### config.mk
export PLATFORM = sky130hd
export DESIGN_NAME = qspi_flash_responder
export DESIGN_NICKNAME = d
export VERILOG_FILES = /design/src/rtl/qspi_pkg.sv /design/src/rtl/qspi_sck_edge.sv /design/src/rtl/qspi_flash_responder.sv
export SDC_FILE = /design/constraint.sdc
export NUM_CORES = 1
export LEC_CHECK = 0
export CAP_MARGIN = 20
export CORE_MARGIN = 4
export CORE_UTILIZATION = 44
export CTS_BUF_LIST = sky130_fd_sc_hd__clkbuf_16
export CTS_CLUSTER_DIAMETER = 40
export CTS_CLUSTER_SIZE = 20
export DETAILED_ROUTE_END_ITERATION = 16
export PLACE_DENSITY_LB_ADDON = 0.08
export SLEW_MARGIN = 20
export SYNTH_ARGS = -nofsm -noshare
export SYNTH_HDL_FRONTEND = slang
export SYNTH_HIERARCHICAL = 1
export SYNTH_SLANG_ARGS = --single-unit
### constraint.sdc
create_clock -name clk -period 2.7 [get_ports clk]
set_input_delay 0.54 -clock clk [delete_from_list [all_inputs] [get_ports clk]]
set_output_delay 0.54 -clock clk [all_outputs]
set_load 0.005 [all_outputs]
### src/rtl/qspi_pkg.sv
// qspi_pkg: shared state encoding and constants for the QSPI flash responder
package qspi_pkg;
  typedef enum logic [2:0] {IDLE, CMD, ADDR, DUMMY, DATA, IGNORE} state_t;
  localparam logic [7:0] CMD_READ_DEF = 8'hEB;
  localparam logic [7:0] MODE_CONT = 8'hA0;
  localparam int CNT_W = 5;
endpackage

### src/rtl/qspi_sck_edge.sv
// qspi_sck_edge: samples SCK/CS into clk domain and flags SCK edges
// i_sck, i_cs_n: raw link inputs; o_rise/o_fall: one-clk SCK edge strobes; o_cs: sampled CS active
module qspi_sck_edge (
  input  logic clk,
  input  logic rst_n,
  input  logic i_sck,
  input  logic i_cs_n,
  output logic o_rise,
  output logic o_fall,
  output logic o_cs
);
  logic r_sck, r_sck_d, r_cs_n;
  always_ff @(posedge clk or negedge rst_n)
    if (!rst_n) begin
      r_sck <= 1'b0;
      r_sck_d <= 1'b0;
      r_cs_n <= 1'b1;
    end else begin
      r_sck <= i_sck;
      r_sck_d <= r_sck;
      r_cs_n <= i_cs_n;
    end
  assign o_rise = r_sck & ~r_sck_d;
  assign o_fall = ~r_sck & r_sck_d;
  assign o_cs = ~r_cs_n;
endmodule

### src/rtl/qspi_flash_responder.sv
// qspi_flash_responder: QSPI Fast Read Quad I/O (0xEB) target serving nibbles from a synchronous ROM
// spi_sck/spi_cs_n/spi_io_in: initiator link; spi_io_out/spi_io_oe: driven IO lines
// mem_addr/mem_rdata: ROM port (data one clk after address); cmd_error: sticky bad-opcode flag
// QSPI_CONT_READ_EN: mode byte 8'hA0 arms continuous read (next transaction skips the opcode)
module qspi_flash_responder
  import qspi_pkg::*;
#(
  parameter int ADDR_W = 16,
  parameter int DUMMY_CYCLES = 6,
  parameter logic [7:0] CMD_READ = CMD_READ_DEF
) (
  input  logic              clk,
  input  logic              rst_n,
  input  logic              spi_sck,
  input  logic              spi_cs_n,
  input  logic [3:0]        spi_io_in,
  output logic [3:0]        spi_io_out,
  output logic [3:0]        spi_io_oe,
  output logic [ADDR_W-1:0] mem_addr,
  input  logic [7:0]        mem_rdata,
  output logic              cmd_error
);
  logic w_rise, w_fall, w_cs, w_last, w_dfall, w_issue, w_arm;
  logic [7:0] w_op;
  state_t r_state, w_next;
  logic [CNT_W-1:0] r_cnt;
  logic [19:0] r_sh;
  logic [7:0] r_tx;
  logic [1:0] r_ld;
  logic r_nib;
  qspi_sck_edge u_edge (
    .clk   (clk),
    .rst_n (rst_n),
    .i_sck (spi_sck),
    .i_cs_n(spi_cs_n),
    .o_rise(w_rise),
    .o_fall(w_fall),
    .o_cs  (w_cs)
  );
  assign w_op = {r_sh[6:0], spi_io_in[0]};
  assign w_last = w_rise & w_cs & (r_state == CMD ? r_cnt == CNT_W'(7) :
                                   r_state == ADDR ? r_cnt == CNT_W'(5) :
                                   r_state == DUMMY ? r_cnt == CNT_W'(DUMMY_CYCLES - 1) : 1'b0);
  assign w_dfall = w_fall & w_cs & (r_state == DATA);
  // ROM read is issued once at the end of the address and after each low nibble
  assign w_issue = (w_last & (r_state == ADDR)) | (w_dfall & r_nib);
`ifdef QSPI_CONT_READ_EN
  logic [3:0] r_mode_hi;
  logic r_arm;
  always_ff @(posedge clk or negedge rst_n)
    if (!rst_n) begin
      r_mode_hi <= 4'h0;
      r_arm <= 1'b0;
    end else if (w_rise && w_cs && r_state == DUMMY) begin
      if (r_cnt == CNT_W'(0)) r_mode_hi <= spi_io_in;
      if (r_cnt == CNT_W'(1)) r_arm <= {r_mode_hi, spi_io_in} == MODE_CONT;
    end
  assign w_arm = r_arm;
`else
  assign w_arm = 1'b0;
`endif
  always_ff @(posedge clk or negedge rst_n)
    if (!rst_n) r_state <= IDLE;
    else r_state <= w_next;
  always_comb begin
    w_next = r_state;
    if (!w_cs) w_next = IDLE;
    else
      case (r_state)
        IDLE:    w_next = w_arm ? ADDR : CMD;
        CMD:     w_next = w_last ? (w_op == CMD_READ ? ADDR : IGNORE) : CMD;
        ADDR:    w_next = w_last ? DUMMY : ADDR;
        DUMMY:   w_next = w_last ? DATA : DUMMY;
        default: w_next = r_state;
      endcase
  end
  always_ff @(posedge clk or negedge rst_n)
    if (!rst_n) begin
      r_cnt <= '0;
      r_sh <= '0;
      r_tx <= '0;
      r_ld <= '0;
      r_nib <= 1'b0;
      mem_addr <= '0;
      spi_io_out <= 4'h0;
      spi_io_oe <= 4'h0;
      cmd_error <= 1'b0;
    end else begin
      r_ld <= {r_ld[0], w_issue};
      if (r_ld[1]) r_tx <= mem_rdata;
      if (w_next != r_state) r_cnt <= '0;
      else if (w_rise) r_cnt <= r_cnt + 1'b1;
      if (w_rise && r_state == CMD) r_sh <= {r_sh[18:0], spi_io_in[0]};
      if (w_rise && r_state == ADDR) r_sh <= {r_sh[15:0], spi_io_in};
      if (w_last && r_state == CMD && w_op != CMD_READ) cmd_error <= 1'b1;
      if (w_issue) mem_addr <= r_state == ADDR ? ADDR_W'({r_sh, spi_io_in}) : mem_addr + 1'b1;
      if (w_dfall) begin
        spi_io_out <= r_nib ? r_tx[3:0] : r_tx[7:4];
        spi_io_oe <= 4'hF;
        r_nib <= ~r_nib;
      end else if (w_next != DATA) begin
        spi_io_out <= 4'h0;
        spi_io_oe <= 4'h0;
        r_nib <= 1'b0;
      end
    end
endmodule

==> results of run 1 <==
[flip-flops by register name, summed over array words and instances, names as in the netlist]
name	cells
mem_addr	16
r_sh	12
r_tx	8
r_cnt	5
spi_io_out	4
r_state	3
r_ld	2
cmd_error	1
r_nib	1
spi_io_oe	1
u_edge/r_cs_n	1
u_edge/r_sck	1
u_edge/r_sck_d	1
[synth_stat cells, types with 2 or more instances]
library cell | n | share of area (%)
sky130_fd_sc_hd__a21oi_1 | 34 | 6.0
sky130_fd_sc_hd__mux2_2 | 9 | 3.5
sky130_fd_sc_hd__clkbuf_1 | 12 | 1.6
sky130_fd_sc_hd__nand2_1 | 19 | 2.5
sky130_fd_sc_hd__inv_1 | 8 | 1.1
sky130_fd_sc_hd__o21ai_0 | 17 | 3.0
sky130_fd_sc_hd__xor2_1 | 3 | 0.92
sky130_fd_sc_hd__nand4b_1 | 2 | 0.61
sky130_fd_sc_hd__nand3_1 | 11 | 1.9
sky130_fd_sc_hd__nor2b_1 | 3 | 0.66
sky130_fd_sc_hd__buf_1 | 2 | 0.26
sky130_fd_sc_hd__nor3_1 | 8 | 1.4
sky130_fd_sc_hd__nor2_1 | 23 | 3.0
sky130_fd_sc_hd__o31ai_1 | 3 | 0.79
sky130_fd_sc_hd__buf_4 | 4 | 1.1
sky130_fd_sc_hd__mux2i_1 | 5 | 1.8
sky130_fd_sc_hd__a21o_1 | 3 | 0.79
sky130_fd_sc_hd__or3_1 | 3 | 0.66
sky130_fd_sc_hd__dfrtp_1 | 55 | 48
sky130_fd_sc_hd__and3_1 | 2 | 0.44
sky130_fd_sc_hd__nand4_1 | 5 | 1.1
sky130_fd_sc_hd__nand2b_1 | 6 | 1.3
sky130_fd_sc_hd__o22ai_1 | 24 | 5.3
sky130_fd_sc_hd__a31oi_1 | 2 | 0.44
sky130_fd_sc_hd__a21oi_2 | 6 | 1.8
sky130_fd_sc_hd__ha_1 | 3 | 1.3
[per-layer routing]
layer	up-vias	share of wire, %	wire (um)
met2	85	46	3090
li1	1150	-	-
met1	1137	47	3210
met3	4	6.5	442
met5	-	0	0
met4	0	0.69	47
[worst paths after layout]
path                                            to  slack [ns]  cells after the start
setup / recovery           mem_addr[0]$_DFFE_PN0P_        0.44                      7
hold / removal             mem_addr[6]$_DFFE_PN0P_        0.20                      1
setup reg to reg           mem_addr[0]$_DFFE_PN0P_        0.44                      7
hold reg to reg                  r_ld[1]$_DFF_PN0_        0.35                      0
max in group asynchronous  u_edge/r_cs_n$_DFF_PN1_        1.82                      2
min in group clk                 r_ld[1]$_DFF_PN0_        0.35                      0
[power by group]
part / switching [mW] / internal (mW)
Sequential: 0.0678 / 0.891
Clock: 0.316 / 0.442
Combinational: 0.0842 / 0.0776
[cells by family after synthesis]
logic type	Yosys count	share of synthesized area (%)
flops	56	49.1
buf+inv	29	4.95
simple gates	90	16.8
compound gates	99	21.4
xor+xnor	4	1.23
fa+ha+maj	3	1.31
mux	14	5.30
[final cells by class]
cell class,instances,area (um^2),area share [%]
sequential,56,1400,40.1
timing repair buffer,50,470,13.5
tap,77,96.3,2.76
inverter,9,38.8,1.11
multi-input combinational,210,1310,37.6
clock inverter,3,47.5,1.36
clock buffer,5,125,3.58
[stage by stage]
stage | power [mW] | std cells
6_report | 1.88 | 410
5_1_grt | 1.97 | 410
4_1_cts | 1.90 | 410
3_5_place_dp | 1.14 | 402
3_3_place_gp | 1.13 | 402
2_1_floorplan | 1.05 | 295
[critical path: cells and delay by family (launching register included)]
| family | cells | cell delay, ns |
|---|---|---|
| DFF | 1 | 0.36 |
| AOI/OAI and AO/OA | 1 | 0.31 |
| buffers and inverters | 2 | 0.48 |
| and+or+nand+nor | 4 | 0.99 |
==> qor.yml, run 1 <==
sta:
  setup_total_negative_slack_ns: 0
  layout_worst_path_cycle_share_pct: 83.5
  finalSetupViolations: 0
  slew_headroom_pct: 64.1
  whs_ns: 0.199
  timing.final.ws_setup_ns: 0.445
  finalHoldViolCount: 0
  rsz0062_at_grt: "false"
  finalCriticalPeriod_ns: 2.26
  final.setup_skew_ns: 0.00604
  achievable-frequency_mhz: 443
  max_slew.worst_pin.slew_ns: 0.537
  timing.final.max_slew_violations: 0
cells_and_area:
  layout.core_utilization_pct: 55.4
  final_cell_mix: "sky130_fd_sc_hd__dfrtp_1, sky130_fd_sc_hd__clkdlybuf4s50_1, sky130_fd_sc_hd__a21oi_1, sky130_fd_sc_hd__o22ai_1, sky130_fd_sc_hd__nor2_1"
  layout-area-overhead-vs-synth_pct: 22.3
  count_of_nets_after_finishing: 351
  finalInstanceArea_um2: 3490
  final_layout_size_suffix_gt1_share_pct: 13.2
  layout.cells.most_common: "sky130_fd_sc_hd__dfrtp_1"
  fillCellCount: 580
  n_antenna_cell: 0
drt:
  detailedRoute.firstIterationViolations: 303
  via_density_per_instance: 5.80
  dr_total_vias: 2376
  post_drt_wl_per_cell_um: 16.6
  dr.pass1.iters: 5
  route.detailed.drc: 0
  routed_wl_um: 6790
  final_antenna_net_count: 0
place:
  pre_cts_slack_ns: 0.448
  dpl_cell_area_um2: 3320
  dp.final_hpwl_um: 4910
  final_gp_congestion: 0.892
  buffer_ports.inserted: 40
setup_path:
  critPathArrivalTime_ns: 2.44
  crit_path_max_fanout: 27
  setup.worst_path.start: "u_edge/r_cs_n$_DFF_PN1_"
  worst-setup-path-type: "flop to flop"
  category_of_the_worst_setup_path_launch_point: "flop"
  critical-path-slowest-cell: "sky130_fd_sc_hd__or4_4"
  critical_path_required_ns: 2.88
  setup_crit_end_kind: "flop"
  timing.critical_path.cells: "inv_1 -> nand2b_1 -> or4_4 -> o22a_4 -> clkinv_4 -> and3_1 -> nor3_1"
  rr_startpoint: "u_edge/r_cs_n$_DFF_PN1_"
  worst_path_largest_cell_delay_ns: 0.55
status:
  run_status: "finished, final reports clean"
synth:
  synth_cell_types: 49
  number_of_flops_mapped_to_enable_cells_by_yosys: 0
  syn_area_per_cell_um2: 9.69
  ys_async_sr_fraction_pct: 100
  netlist_area_um2: 2860
  postSynthNetCount: 314
  top_ff_cell_synth: "sky130_fd_sc_hd__dfrtp_1"
  synth_warnings: 6
  synthesis.instances: 295
  synth_sequential_area_ratio_pct: 49.1
  ys_ff_latch: 56
die:
  ioPinCount: 41
  die_x_um: 88.6
  die-area_um2: 7850
  std_cell_rows: 29
  die_h_um: 88.6
  fp.coreArea_um2: 6310
  floorplan.initialDensity_pct: 45.3
clock_network:
  cts_sinks: 56
  cts_tree: "built"
  ctsHtreeMaxLevel: 2
  numCtsBuffers: 5
  cts_buffer_depth: 2
  postCtsSetupRepairBufs: 0
  postCtsHoldBufs: 0
  clk_latency_ns: 0.29
  worst_setup_hold_path_clk_slew_ns: 0.08
  cts_repair_resize_count: 0
  clockRootBuffer: "sky130_fd_sc_hd__clkbuf_16"
global_route:
  antenna_violations_before_repair: 0
  busiest_layer: "met1"
  vias_in_the_first_global_route: 2121
  groute.layer.met1.usage_pct: 28.4
  met3_usage_pct: 3.63
  grt_first_pass_wirelength_um: 11200
  pin_count_of_the_biggest_net_entering_global_routing: 28
  groute.layer.met2.usage_pct: 26.6
  grt-ovfl-total: 0
  groute.usage.overall_pct: 18.5
power_and_ir_drop:
  vdd.ir_drop.worst_v: 0.000376
  leakage_power_summed_over_all_cells_nw: 1.41
  p_per_area_nw_per_um2: 537
worst_hold_path:
  hold_path.class: "primary input to async pin"
job:
  maximum_capacitance_violations: 0
Power figures use the tool's default switching activity.
==> inputs of run 2 (changes only) <==
==> constraint.sdc (replaced) <==
create_clock -name clk -period 1.9 [get_ports clk]
set_input_delay 0.38 -clock clk [delete_from_list [all_inputs] [get_ports clk]]
set_output_delay 0.38 -clock clk [all_outputs]
set_load 0.005 [all_outputs]
==> qor.yml, run 2 (synthesis gave the netlist of run 1 again) <==
sta:
  rsz0062_at_grt: "true"  # was false
  timing.final.max_slew_violations: 0  # unchanged
  finalHoldViolCount: 0  # unchanged
  max_slew.worst_pin.slew_ns: 0.485  # was 0.537 ns
  timing.final.ws_setup_ns: -0.0877  # was 0.445 ns
  final.setup_skew_ns: 0.00397  # was 0.00604 ns
  slew_headroom_pct: 67.7  # was 64.1%
  achievable-frequency_mhz: 503  # was 443 MHz
  setup_total_negative_slack_ns: -0.414  # was 0 ns
  layout_worst_path_cycle_share_pct: 105  # was 83.5%
  finalCriticalPeriod_ns: 1.99  # was 2.26 ns
  finalSetupViolations: 12  # was 0
  whs_ns: 0.0393  # was 0.199 ns
power_and_ir_drop:
  p_per_area_nw_per_um2: 704  # was 537 nW/um^2
  report.power.total_mw: 2.72  # was 1.88 mW
  leakage_power_summed_over_all_cells_nw: 1.59  # was 1.41 nW
  vdd.ir_drop.worst_v: 0.000375  # was 0.000376 V
place:
  pre_cts_slack_ns: -0.135  # was 0.448 ns
  dpl_cell_area_um2: 3580  # was 3320 um^2
  final_gp_congestion: 0.896  # was 0.892
  buffer_ports.inserted: 40  # unchanged
  dp.final_hpwl_um: 5020  # was 4910 um
  placed_cells: 428  # was 402
cells_and_area:
  layout.core_utilization_pct: 61.1  # was 55.4%
  layout.cells.most_common: "sky130_fd_sc_hd__dfrtp_1"  # unchanged
  regMostFlops: "mem_addr"  # unchanged
  largest_reg_flops: 16  # unchanged
  final_cell_mix: "sky130_fd_sc_hd__dfrtp_1, sky130_fd_sc_hd__clkdlybuf4s50_1, sky130_fd_sc_hd__buf_4, sky130_fd_sc_hd__a21oi_1, sky130_fd_sc_hd__o22ai_1"  # was sky130_fd_sc_hd__dfrtp_1, sky130_fd_sc_hd__clkdlybuf4s50_1, sky130_fd_sc_hd__a21oi_1, sky130_fd_sc_hd__o22ai_1, sky130_fd_sc_hd__nor2_1
  layout-area-overhead-vs-synth_pct: 35.0  # was 22.3%
  reg_top3: "mem_addr x16, r_sh x12, r_tx x8"  # unchanged
  final-instance-count-excl-fill: 440  # was 410
  register_area_um2: 1400  # about the same
  final_layout_size_suffix_gt1_share_pct: 24.0  # was 13.2%
  finalInstanceArea_um2: 3860  # was 3490 um^2
  fillCellCount: 574  # was 580
  n_antenna_cell: 0  # unchanged
  count_of_nets_after_finishing: 381  # was 351
  multiInputGateArea_um2: 1410  # was 1310 um^2
clock_network:
  clockRootBuffer: "sky130_fd_sc_hd__clkbuf_16"  # unchanged
  cts_tree: "built"  # unchanged
  clk_latency_ns: 0.29  # about the same
  numCtsBuffers: 5  # unchanged
  cts_buffer_depth: 2  # unchanged
  cts_sinks: 56  # unchanged
  ctsHtreeMaxLevel: 2  # unchanged
  worst_setup_hold_path_clk_slew_ns: 0.07  # was 0.08 ns
drt:
  final_antenna_net_count: 0  # unchanged
  dr_total_vias: 2508  # was 2376
  post_drt_wl_per_cell_um: 16.5  # was 16.6 um
  via_density_per_instance: 5.70  # was 5.80
  routed_wl_um: 7270  # was 6790 um
  detailedRoute.firstIterationViolations: 125  # was 303
  dr.pass1.iters: 5  # unchanged
  route.detailed.drc: 0  # unchanged
status:
  violations: "negative setup slack"
  run_status: "complete, but fails checks"  # was finished, final reports clean
die:
  fp.coreArea_um2: 6310  # unchanged
  die_h_um: 88.6  # unchanged
  die-area_um2: 7850  # unchanged
  floorplan.initialDensity_pct: 45.3  # unchanged
  ioPinCount: 41  # unchanged
  std_cell_rows: 29  # unchanged
  die_x_um: 88.6  # unchanged
global_route:
  grt_first_pass_wirelength_um: 11300  # was 11200 um
  antenna_violations_before_repair: 0  # unchanged
  groute.usage.overall_pct: 18.7  # was 18.5%
  grt-ovfl-total: 0  # unchanged
  pin_count_of_the_biggest_net_entering_global_routing: 39  # was 28
  vias_in_the_first_global_route: 2274  # was 2121
setup_path:
  crit_path_max_fanout: 5  # was 27
  rrSetupSlack_ns: -0.09  # was 0.44 ns
  category_of_the_worst_setup_path_launch_point: "flop"  # unchanged
  worst-setup-path-type: "flop to flop"  # unchanged
  setup_crit_end_kind: "flop"  # unchanged
  critPathArrivalTime_ns: 2.16  # was 2.44 ns
  rr_startpoint: "r_cnt[1]$_DFFE_PN0P_"  # was u_edge/r_cs_n$_DFF_PN1_
  critical_path_required_ns: 2.07  # was 2.88 ns
  setup.worst_path.start: "r_cnt[1]$_DFFE_PN0P_"  # was u_edge/r_cs_n$_DFF_PN1_
worst_hold_path:
  hold_path.class: "primary input to async pin"  # unchanged
job:
  maximum_capacitance_violations: 0  # unchanged
run 2: cell type report:
type                    count  share of cell area, %
inverters                   9                   1.20
repair inverters            2                  0.454
flip-flops and latches     56                   36.4
repair buffers             77                   18.4
clock buffers               5                   3.24
clock inverters             3                   1.23
multi-input cells         211                   36.6
well taps                  77                   2.50
run 2: worst max-delay path, stage by stage, from the launching register on:
cell and delay, ns:
sky130_fd_sc_hd__dfrtp_1 0.43, sky130_fd_sc_hd__inv_2 0.08, sky130_fd_sc_hd__ha_4 0.13, sky130_fd_sc_hd__nor2b_2 0.04
sky130_fd_sc_hd__or4_4 0.56, sky130_fd_sc_hd__o22a_4 0.32, sky130_fd_sc_hd__buf_6 0.14, sky130_fd_sc_hd__a21oi_2 0.09
sky130_fd_sc_hd__o22ai_1 0.08
run 2: timing repair:
action	CTS	global route
setup endpoints to repair	25	29
buffers inserted	1	0
gates cloned	0	3
pin swaps	0	4
hold buffers	0	0
resized for setup	3	13
run 2: layer usage:
layer	routed length, um	track usage (%)
met1	3480	27.0
met2	3330	28.8
met3	315	3.17
met4	142	5.77
met5	0	0
run 2: power breakdown:
part / internal (mW) / switching [mW] / leakage (nW) / total, mW
registers: 1.27 / 0.0976 / 0.707 / 1.37
clock network: 0.627 / 0.427 / 0.0840 / 1.05
logic: 0.155 / 0.144 / 0.800 / 0.299
run 2: worst paths after layout:
kind                            cells past startpoint                 endpoint
worst max-delay path                                8  mem_addr[3]$_DFFE_PN0P_
worst min-delay path                                1  mem_addr[2]$_DFFE_PN0P_
worst max register to register                      8  mem_addr[3]$_DFFE_PN0P_
worst min register to register                      0        r_ld[1]$_DFF_PN0_
max in group asynchronous                           2     r_cnt[0]$_DFFE_PN0P_
min in group clk                                    0        r_ld[1]$_DFF_PN0_
